`src/rtl/bayer_wb_pkg.sv`:
```
// Shared Bayer-domain encodings and helpers for the white-balance stage.
package bayer_wb_pkg;

  typedef enum logic [1:0] {
    PAT_RGGB = 2'd0,
    PAT_GRBG = 2'd1,
    PAT_GBRG = 2'd2,
    PAT_BGGR = 2'd3
  } bayer_pat_e;

  typedef enum logic [1:0] {
    CH_R  = 2'd0,
    CH_GR = 2'd1,
    CH_GB = 2'd2,
    CH_B  = 2'd3
  } bayer_chan_e;

  // Input-to-output latency of the gain pipeline, in clock cycles.
  localparam int unsigned PIPE_LAT = 3;

  // Unity gain for an unsigned fixed-point gain with gain_frac fractional bits.
  function automatic int unsigned unity_gain(input int unsigned gain_frac);
    return 32'd1 << gain_frac;
  endfunction

endpackage

```
`src/rtl/bayer_pos_tracker.sv`:
```
// Tracks horizontal position and row/column parity of a Bayer stream and
// reports the colour channel of the pixel currently presented.
module bayer_pos_tracker
  import bayer_wb_pkg::*;
#(
  parameter int unsigned H_W = 11
) (
  input  logic           clk,
  input  logic           rst_n,
  input  logic           valid_i,
  input  logic           sof_i,
  input  logic [H_W-1:0] h_active_i,
  input  logic [1:0]     pattern_i,
  output logic [1:0]     chan_c_o
);

  logic [H_W-1:0] h_cnt_q, h_cnt_d;
  logic           col_q, col_d;
  logic           row_q, row_d;
  logic [H_W-1:0] h_eff_c;
  logic           col_eff_c;
  logic           row_eff_c;
  logic           restart_c;

  // A start-of-frame pixel sits at the origin regardless of tracked position.
  always_comb begin
    restart_c = valid_i & sof_i;
    h_eff_c   = restart_c ? '0   : h_cnt_q;
    col_eff_c = restart_c ? 1'b0 : col_q;
    row_eff_c = restart_c ? 1'b0 : row_q;
    chan_c_o  = {row_eff_c ^ pattern_i[1], col_eff_c ^ pattern_i[0]};
  end

  // Next position: advance per valid pixel, wrap at end of active line.
  always_comb begin
    h_cnt_d = h_cnt_q;
    col_d   = col_q;
    row_d   = row_q;
    if (valid_i) begin
      if (h_eff_c == h_active_i - H_W'(1)) begin
        h_cnt_d = '0;
        col_d   = 1'b0;
        row_d   = ~row_eff_c;
      end else begin
        h_cnt_d = h_eff_c + H_W'(1);
        col_d   = ~col_eff_c;
        row_d   = row_eff_c;
      end
    end
  end

  // Position state registers.
  always_ff @(posedge clk or negedge rst_n) begin
    if (!rst_n) begin
      h_cnt_q <= '0;
      col_q   <= 1'b0;
      row_q   <= 1'b0;
    end else begin
      h_cnt_q <= h_cnt_d;
      col_q   <= col_d;
      row_q   <= row_d;
    end
  end

endmodule

```
`src/rtl/bayer_wb_gain.sv`:
```
// Bayer white-balance gain: per-channel fixed-point gain with rounding,
// saturation, frame-synchronous config shadowing, bypass and clip counting.
module bayer_wb_gain
  import bayer_wb_pkg::*;
#(
  parameter int unsigned DATA_W    = 8,
  parameter int unsigned GAIN_W    = 8,
  parameter int unsigned GAIN_FRAC = 6,
  parameter int unsigned H_W       = 11,
  parameter int unsigned CNT_W     = 20
) (
  input  logic              clk,
  input  logic              rst_n,
  input  logic [1:0]        cfg_pattern,
  input  logic              cfg_bypass,
  input  logic [GAIN_W-1:0] cfg_gain_r,
  input  logic [GAIN_W-1:0] cfg_gain_gr,
  input  logic [GAIN_W-1:0] cfg_gain_gb,
  input  logic [GAIN_W-1:0] cfg_gain_b,
  input  logic [H_W-1:0]    cfg_h_active,
  input  logic              in_valid,
  input  logic              in_sof,
  input  logic [DATA_W-1:0] in_data,
  output logic              out_valid,
  output logic              out_sof,
  output logic [DATA_W-1:0] out_data,
  output logic [CNT_W-1:0]  sat_count,
  output logic              sat_count_vld
);

  localparam int unsigned PROD_W = DATA_W + GAIN_W;
  localparam int unsigned SUM_W  = PROD_W + 1;
  localparam logic [GAIN_W-1:0] UNITY    = GAIN_W'(unity_gain(GAIN_FRAC));
  localparam logic [SUM_W-1:0]  HALF_LSB = SUM_W'(1) << (GAIN_FRAC - 1);
  localparam logic [SUM_W-1:0]  PIX_MAX  = SUM_W'({DATA_W{1'b1}});

  // Config shadow, loaded on every start-of-frame pixel
  logic [1:0]              pat_q;
  logic                    byp_q;
  logic [3:0][GAIN_W-1:0]  gain_q;

  logic                    sof_px_c;
  logic [1:0]              pat_c;
  logic                    byp_c;
  logic [3:0][GAIN_W-1:0]  gain_live_c;
  logic [3:0][GAIN_W-1:0]  gain_c;
  logic [1:0]              chan_c;
  logic [GAIN_W-1:0]       gain_sel_c;

  // Pipeline sideband and stage data
  logic [PIPE_LAT-1:0]     vld_q;
  logic [PIPE_LAT-1:0]     sof_q;
  logic [DATA_W-1:0]       s1_data_q;
  logic [GAIN_W-1:0]       s1_gain_q;
  logic                    s1_byp_q;
  logic [PROD_W-1:0]       s2_prod_q;
  logic [DATA_W-1:0]       s2_data_q;
  logic                    s2_byp_q;
  logic [DATA_W-1:0]       out_data_q;
  logic                    out_clip_q;

  logic [SUM_W-1:0]        sum_c;
  logic [SUM_W-1:0]        res_c;
  logic                    clip_c;
  logic [DATA_W-1:0]       gained_c;

  // Saturation accounting
  logic [CNT_W-1:0]        acc_q, acc_d;
  logic [CNT_W-1:0]        sat_q, sat_d;
  logic                    sat_vld_q, sat_vld_d;

  // The sof pixel sees live config; all others see the shadow.
  always_comb begin
    sof_px_c    = in_valid & in_sof;
    gain_live_c = {cfg_gain_b, cfg_gain_gb, cfg_gain_gr, cfg_gain_r};
    pat_c       = sof_px_c ? cfg_pattern : pat_q;
    byp_c       = sof_px_c ? cfg_bypass  : byp_q;
    gain_c      = sof_px_c ? gain_live_c : gain_q;
    gain_sel_c  = gain_c[chan_c];
  end

  bayer_pos_tracker #(
    .H_W (H_W)
  ) u_pos (
    .clk        (clk),
    .rst_n      (rst_n),
    .valid_i    (in_valid),
    .sof_i      (in_sof),
    .h_active_i (cfg_h_active),
    .pattern_i  (pat_c),
    .chan_c_o   (chan_c)
  );

  // Shadow registers; reset to bypass so pre-frame pixels pass unchanged.
  always_ff @(posedge clk or negedge rst_n) begin
    if (!rst_n) begin
      pat_q  <= PAT_RGGB;
      byp_q  <= 1'b1;
      gain_q <= {4{UNITY}};
    end else if (sof_px_c) begin
      pat_q  <= cfg_pattern;
      byp_q  <= cfg_bypass;
      gain_q <= gain_live_c;
    end
  end

  // Valid/sof delay line matching the datapath depth.
  always_ff @(posedge clk or negedge rst_n) begin
    if (!rst_n) begin
      vld_q <= '0;
      sof_q <= '0;
    end else begin
      vld_q <= {vld_q[PIPE_LAT-2:0], in_valid};
      sof_q <= {sof_q[PIPE_LAT-2:0], sof_px_c};
    end
  end

  // S1: capture pixel, its channel gain and bypass.
  always_ff @(posedge clk or negedge rst_n) begin
    if (!rst_n) begin
      s1_data_q <= '0;
      s1_gain_q <= '0;
      s1_byp_q  <= 1'b0;
    end else if (in_valid) begin
      s1_data_q <= in_data;
      s1_gain_q <= gain_sel_c;
      s1_byp_q  <= byp_c;
    end
  end

  // S2: full-precision product.
  always_ff @(posedge clk or negedge rst_n) begin
    if (!rst_n) begin
      s2_prod_q <= '0;
      s2_data_q <= '0;
      s2_byp_q  <= 1'b0;
    end else if (vld_q[0]) begin
      s2_prod_q <= PROD_W'(s1_data_q) * PROD_W'(s1_gain_q);
      s2_data_q <= s1_data_q;
      s2_byp_q  <= s1_byp_q;
    end
  end

  // Round half-up, drop fraction bits, clamp to pixel range.
  always_comb begin
    sum_c    = SUM_W'(s2_prod_q) + HALF_LSB;
    res_c    = sum_c >> GAIN_FRAC;
    clip_c   = (res_c > PIX_MAX);
    gained_c = clip_c ? {DATA_W{1'b1}} : res_c[DATA_W-1:0];
  end

  // S3: output register; bypassed pixels are never flagged.
  always_ff @(posedge clk or negedge rst_n) begin
    if (!rst_n) begin
      out_data_q <= '0;
      out_clip_q <= 1'b0;
    end else if (vld_q[1]) begin
      out_data_q <= s2_byp_q ? s2_data_q : gained_c;
      out_clip_q <= ~s2_byp_q & clip_c;
    end
  end

  // Per-frame clip count: report and restart on each output sof beat.
  always_comb begin
    acc_d     = acc_q;
    sat_d     = sat_q;
    sat_vld_d = 1'b0;
    if (vld_q[PIPE_LAT-1] && sof_q[PIPE_LAT-1]) begin
      sat_d     = acc_q;
      sat_vld_d = 1'b1;
      acc_d     = out_clip_q ? CNT_W'(1) : '0;
    end else if (vld_q[PIPE_LAT-1] && out_clip_q && (acc_q != {CNT_W{1'b1}})) begin
      acc_d     = acc_q + CNT_W'(1);
    end
  end

  // Saturation counter registers.
  always_ff @(posedge clk or negedge rst_n) begin
    if (!rst_n) begin
      acc_q     <= '0;
      sat_q     <= '0;
      sat_vld_q <= 1'b0;
    end else begin
      acc_q     <= acc_d;
      sat_q     <= sat_d;
      sat_vld_q <= sat_vld_d;
    end
  end

  assign out_valid     = vld_q[PIPE_LAT-1];
  assign out_sof       = sof_q[PIPE_LAT-1];
  assign out_data      = out_data_q;
  assign sat_count     = sat_q;
  assign sat_count_vld = sat_vld_q;

endmodule
```
`config.mk`:
```
export PLATFORM = sky130hd
export DESIGN_NAME = bayer_wb_gain
export DESIGN_NICKNAME = d
export VERILOG_FILES = /design/src/rtl/bayer_wb_pkg.sv /design/src/rtl/bayer_pos_tracker.sv /design/src/rtl/bayer_wb_gain.sv
export SDC_FILE = /design/constraint.sdc
export NUM_CORES = 1
export LEC_CHECK = 0
export ABC_AREA = 1
export ABC_CLOCK_PERIOD_IN_PS = 5600
export BUFFER_PORTS_ARGS = -buffer_cell sky130_fd_sc_hd__buf_2
export CAP_MARGIN = 20
export CORE_MARGIN = 2
export CORE_UTILIZATION = 45
export CTS_CLUSTER_DIAMETER = 150
export CTS_CLUSTER_SIZE = 20
export DETAILED_ROUTE_END_ITERATION = 10
export GPL_TIMING_DRIVEN = 0
export PLACE_DENSITY = 0.7
export REMOVE_ABC_BUFFERS = 1
export SETUP_SLACK_MARGIN = 0.5
export SYNTH_ARGS = -nofsm -noshare
export SYNTH_HDL_FRONTEND = slang
export SYNTH_SLANG_ARGS = --single-unit
```
`constraint.sdc`:
```
create_clock -name clk -period 5.6 [get_ports clk]
set_input_delay 0 -clock clk [delete_from_list [all_inputs] [get_ports clk]]
set_output_delay 0 -clock clk [all_outputs]
set_load 0.03 [all_outputs]
```
; ---- Word level (Yosys, flattened, before mapping)
; Cells that the tools add are included.
[classes]
n_eq_ne = 2
multipliers = 1
add_sub_neg = 4
magnitude_cmp = 2
bitwise_logic = 7
mux = 17
n_reduce_logical = 4
[op_table]
columns = op, count
row1 = 20-bit two-way mux, 2
row2 = 32-bit two-way mux, 1
row3 = 8-bit two-way mux, 3
row4 = 11-bit two-way mux, 2
row5 = "20-bit by 1-bit adder with 20-bit output, second input constant", 1
row6 = "20-bit != test, second input constant", 1
row7 = "16-bit by 6-bit adder with 17-bit output, second input constant", 1
row8 = 8-bit binary-select mux with 2-bit select, 1
row9 = 8-bit by 8-bit multiplier with 16-bit output, 1
row10 = "11-bit by 1-bit adder with 11-bit output, second input constant", 1
row11 = 11-bit equality test, 1
row12 = "11-bit by 8-bit greater-than comparator with 1-bit output, second input constant", 1
row13 = "11-bit by 1-bit subtractor with 11-bit output, second input constant", 1
row14 = 1-bit two-way mux, 7
row15 = 1-bit logical AND, 3
row16 = "2-bit by 3-bit less-than comparator with 1-bit output, second input constant", 1
row17 = 1-bit NOT, 3
row18 = 1-bit AND, 2
row19 = 2-bit two-way mux, 1
row20 = 2-bit nonzero test, 1
row21 = 1-bit bitwise XOR, 2
[word_totals]
regBits = 146
in_bits = 58

; ---- Logic depth before layout (Yosys ltp)
[logic_depth]
depth_word = 5
mapped_depth = 21
mapped_depth_nobuf = 20

; ---- By module
; Synthesis repeated with hierarchy kept, for this count alone.
[hier_totals]
hier_cells = 1260
area_unflattened_um2 = 9579.2
[by_module_without_submodules]
columns = mod, n_inst, area_per_inst_um2, cells_per_inst, seq_area_each_um2
row1 = bayer_wb_gain, 1, 8140.3, 1028, 3209.3
row2 = bayer_pos_tracker, 1, 1438.9, 232, 325.3

; ---- Least setup slack after synthesis
; Ideal clock, no wire load.
[synth_path]
path_kind = register to register
startpoint = reg s1_data_q[2]
endpoint = reg s2_prod_q[15]
stages_incl_launch_ff = 19
required_time_ns = 5.482
setup_time_ns = 0.118
slack_ns = 1.498
arrival_ns = 3.984
n_path_buf = 1
cell_sequence = dfrtp_1 -> clkbuf_1 -> nand2_1 -> inv_1 -> fa_1 -> fa_1 -> fa_1 -> inv_1 -> fa_1 -> inv_1 -> ha_1 -> a21oi_1 -> o21ai_0 -> inv_1 -> nor2_1 -> nor3_1 -> nand3_1 -> nand3_1 -> nand2_1
[synth_between]
elab_chain_cells = 1
[synth_rtl]
columns = element, line_no
row1 = from (decl), bayer_wb_gain.sv:53  ; logic [DATA_W-1:0] s1_data_q;
row2 = from (signal assigned), bayer_wb_gain.sv:125  ; s1_data_q <= in_data;
row3 = 8-bit by 8-bit multiplier with 16-bit output, bayer_wb_gain.sv:138  ; s2_prod_q <= PROD_W'(s1_data_q) * PROD_W'(s1_gain_q);
row4 = to (signal assigned), bayer_wb_gain.sv:138
row5 = to (decl), bayer_wb_gain.sv:56  ; logic [PROD_W-1:0] s2_prod_q;
; Every way passes these cells.
; A chain may end at the register's enable or synchronous reset.

; ---- Worst setup path after layout
[layout_path]
startpoint = reg s1_data_q[3]
endpoint = reg s2_prod_q[15]
; Same word-level chain as after synthesis.

==> results.toml <==
[status]
outcome = "finished clean"

[layout]
final_common_cell = "nand2_1"
final_cell_mix = "nand2_1, inv_1, dfrtp_1"
layout-area-overhead-vs-synth_pct = 18.4
antennaDiodeCount = 0
drive_above_1_share_pct = 12.8
nFillCells = 1877
fin_nets = 1457

[pwr]
total_power_mw = 4.69
switchingPower_mw = 1.94
p_clk_share_pct = 25.0
power_density_mw_per_mm2 = 428
power_frac_comb_pct = 46.6
p_seq_share_pct = 28.4
peakVddDrop_mv = 0.313
leakagePower_nw = 6.05
p_int_mw = 2.75
switching_share_pct = 41.4

[critical_path]
cpPeakStageDelay_ns = 0.63
worstPathCellList = "nand2_1 > inv_1 > fa_1 > fa_1 > fa_1 > inv_1 > fa_1 > inv_1 > ha_1 > a21oi_1 > o21ai_0 > inv_1 > nor2_1 > nor3_1 > nand3_1 > nand3_1 > nand2_1"
crit_required_ns = 5.90
crit_path_start = "s1_data_q[3]"
cp-start-kind = "register"
rr_startpoint = "s1_data_q[3]"
slowest_stage = "dfrtp_1"
critPathTopFamily = "adder cells"
crit_type = "register to register"
cp_max_fo = 10
critPathBufInv = 4
crit_path_end_kind = "register"
worstPathArrival_ns = 4.77

[timing]
fin_crit_ns = 4.47
setup_viol_count_final = 0
rsz0062_at_grt = "no"
drv_slew = 0
tightest_slew_ns = 0.929
finClkSkew_ns = 0.0148
max_slew_margin_pct = 38.0
fin_tns_setup_ns = 0
hold_violations = 0
finalCritPeriodShare_pct = 79.8
fmax_mhz = 224

[job]
cap_violations = 0

[clocking]
clockBufferDepth = 2
cts_root_buf = "clkbuf_16"
htree_levels = 4
numClockSinks = 141
insertion_delay_ns = 0.42
cts_tree = "built"
post_cts.repair.setup_buffers = 0
path_clk_slew_ns = 0.06
cts_buffers = 17

[route]
vias = 7932
avgRoutedWirePerCell_um = 13.0
viasPerCell = 4.93
wl_um = 21000
drt_first_iter_violations = 431
drc = 0
first_pass_iters = 8
postRouteAntennaNets = 0

[grt]
grt_overflow = 0
grt_usage_pct = 20.2
antenna_found_initial = 0
grt_pass1_wl_um = 36000
grt_max_degree = 85
grt_pass1_vias = 7817

[floorplanning]
initial_utilization_pct = 45.8
die_w_um = 148
core_area_sq_mm = 0.0202
num_rows = 52
io_pins = 89
die_h_um = 148
dieArea_sq_mm = 0.0218

[placement]
io_buffer_count = 88
gp_congestion = 0.884
hpwlAfterDp_um = 14800

[yosys]
yosysWarningCount = 0
synth_area_per_cell_sq_um = 7.60
synth-main-ff-cell = "dfrtp_1"
synth_top_area_share_pct = 36.7
synthCells = 1220
yosysSeqAreaShare_pct = 38.1
yosys.area.top_type = "dfrtp_1"
synth-compound-area-share_pct = 8.28
synth_fa_ha_area_share_pct = 12.5
synthSimpleGateAreaFrac_pct = 26.0
ys_seq_elements = 141
synth_edf_count = 0
synthesis.area_sq_mm = 0.00927
synth.area.top_cells = "dfrtp_1, nand2_1, inv_1"
synth_xor_area_share_pct = 2.47
async_flop_share_pct = 100
synth_top_family_by_area = "simple AND/OR/NAND/NOR gates"
yosysUniqueCellTypes = 39
muxShareOfSynthArea_pct = 1.73

[min_path]
hold_class = "primary input to asynchronous set/reset pin"
==> cell usage after synthesis, types with 5 or more instances <==
| master | count |
|---|---|
| a21oi_1 | 39 |
| a31oi_1 | 11 |
| buf_2 | 14 |
| clkbuf_1 | 29 |
| dfrtp_1 | 136 |
| dfstp_2 | 5 |
| fa_1 | 35 |
| ha_1 | 37 |
| inv_1 | 206 |
| inv_2 | 5 |
| mux2i_1 | 16 |
| nand2_1 | 360 |
| nand2_2 | 7 |
| nand3_1 | 72 |
| nand3b_1 | 7 |
| nand4_1 | 12 |
| nor2_1 | 71 |
| nor3_1 | 9 |
| o21ai_0 | 72 |
| o21ai_1 | 7 |
| o21ai_2 | 5 |
| or2_2 | 20 |
| xnor2_1 | 6 |
| xor2_1 | 17 |
==> worst paths after layout <==
path	end	slack, ns	depth (start not counted)
max reg2reg	s2_prod_q[15]	1.13	17
max	s2_prod_q[15]	1.13	17
min	sat_count[2]	0.11	2
min in group clk	u_pos.h_cnt_q[4]	0.14	6
max in group asynchronous	gain_q[22]	4.67	3
min reg2reg	sof_q[1]	0.35	0
==> state kept, by name, indices dropped and copies added, names as in the netlist, 2 cells and up <==
signal         count
sof_q              3
acc_q             20
s2_prod_q         11
s1_data_q          8
out_data           8
sat_count         20
pat_q              2
s2_data_q          8
gain_q            32
u_pos.h_cnt_q     11
s1_gain_q          8
vld_q              3
==> per-stage QoR <==
step | instance area, sq um | worst slack (ns) | util [%] | std cells | hold WS (ns)
floorplan | 9060 | 1.57 | - | 1173 | -0.296
CTS | 11000 | 1.15 | 54.2 | 1610 | 0.116
global placement | 9840 | 1.19 | 48.6 | 1531 | 0.204
global route | 11000 | 0.821 | 54.2 | 1610 | 0.141
detailed placement | 9920 | 1.17 | 49.0 | 1534 | -0.000705
finish | 11000 | 1.13 | 54.2 | 1610 | 0.108
==> power groups by stage <==
stage          logic [mW]  registers, mW  clock network, mW
2_1_floorplan        1.63           1.36                  0
3_3_place_gp         2.11           1.34                  0
3_5_place_dp         2.15           1.35                  0
4_1_cts              2.20           1.33               1.19
5_1_grt              2.55           1.36               1.23
6_report             2.19           1.33               1.17
==> routing by layer <==
layer | global-route usage, % | part of all wire (%) | vias up
li1 | - | - | 3994
met1 | 26.9 | 47 | 3736
met2 | 34.0 | 48 | 181
met3 | 3.58 | 4.0 | 21
met4 | 5.82 | 1.1 | 0
met5 | 0 | 0 | -
==> repair_timing <==
action / CTS / global route
endpoints found under the hold margin: 101 / 0
endpoints found under the setup margin: 0 / 0
hold buffers: 44 / 0
resized for setup: 0 / 0
==> cell type report <==
cell class / count / area (sq um) / area share, %
multi-input combinational: 819 / 4730 / 43.1
sequential: 141 / 3530 / 32.2
timing repair buffer: 135 / 962 / 8.77
inverter: 213 / 802 / 7.31
clock buffer: 23 / 478 / 4.35
tap: 270 / 338 / 3.08
clock inverter: 9 / 134 / 1.22
==> cell families (layout without fill, tap and decap cells) <==
logic type      Yosys count  count (layout)
compound gates          141             141
flops                   141             141
fa+ha+maj                72              72
mux                      16              16
simple gates            566             566
xor+xnor                 24              24
buf+inv                 260             380
No activity file was read; power rests on OpenSTA's default activity.
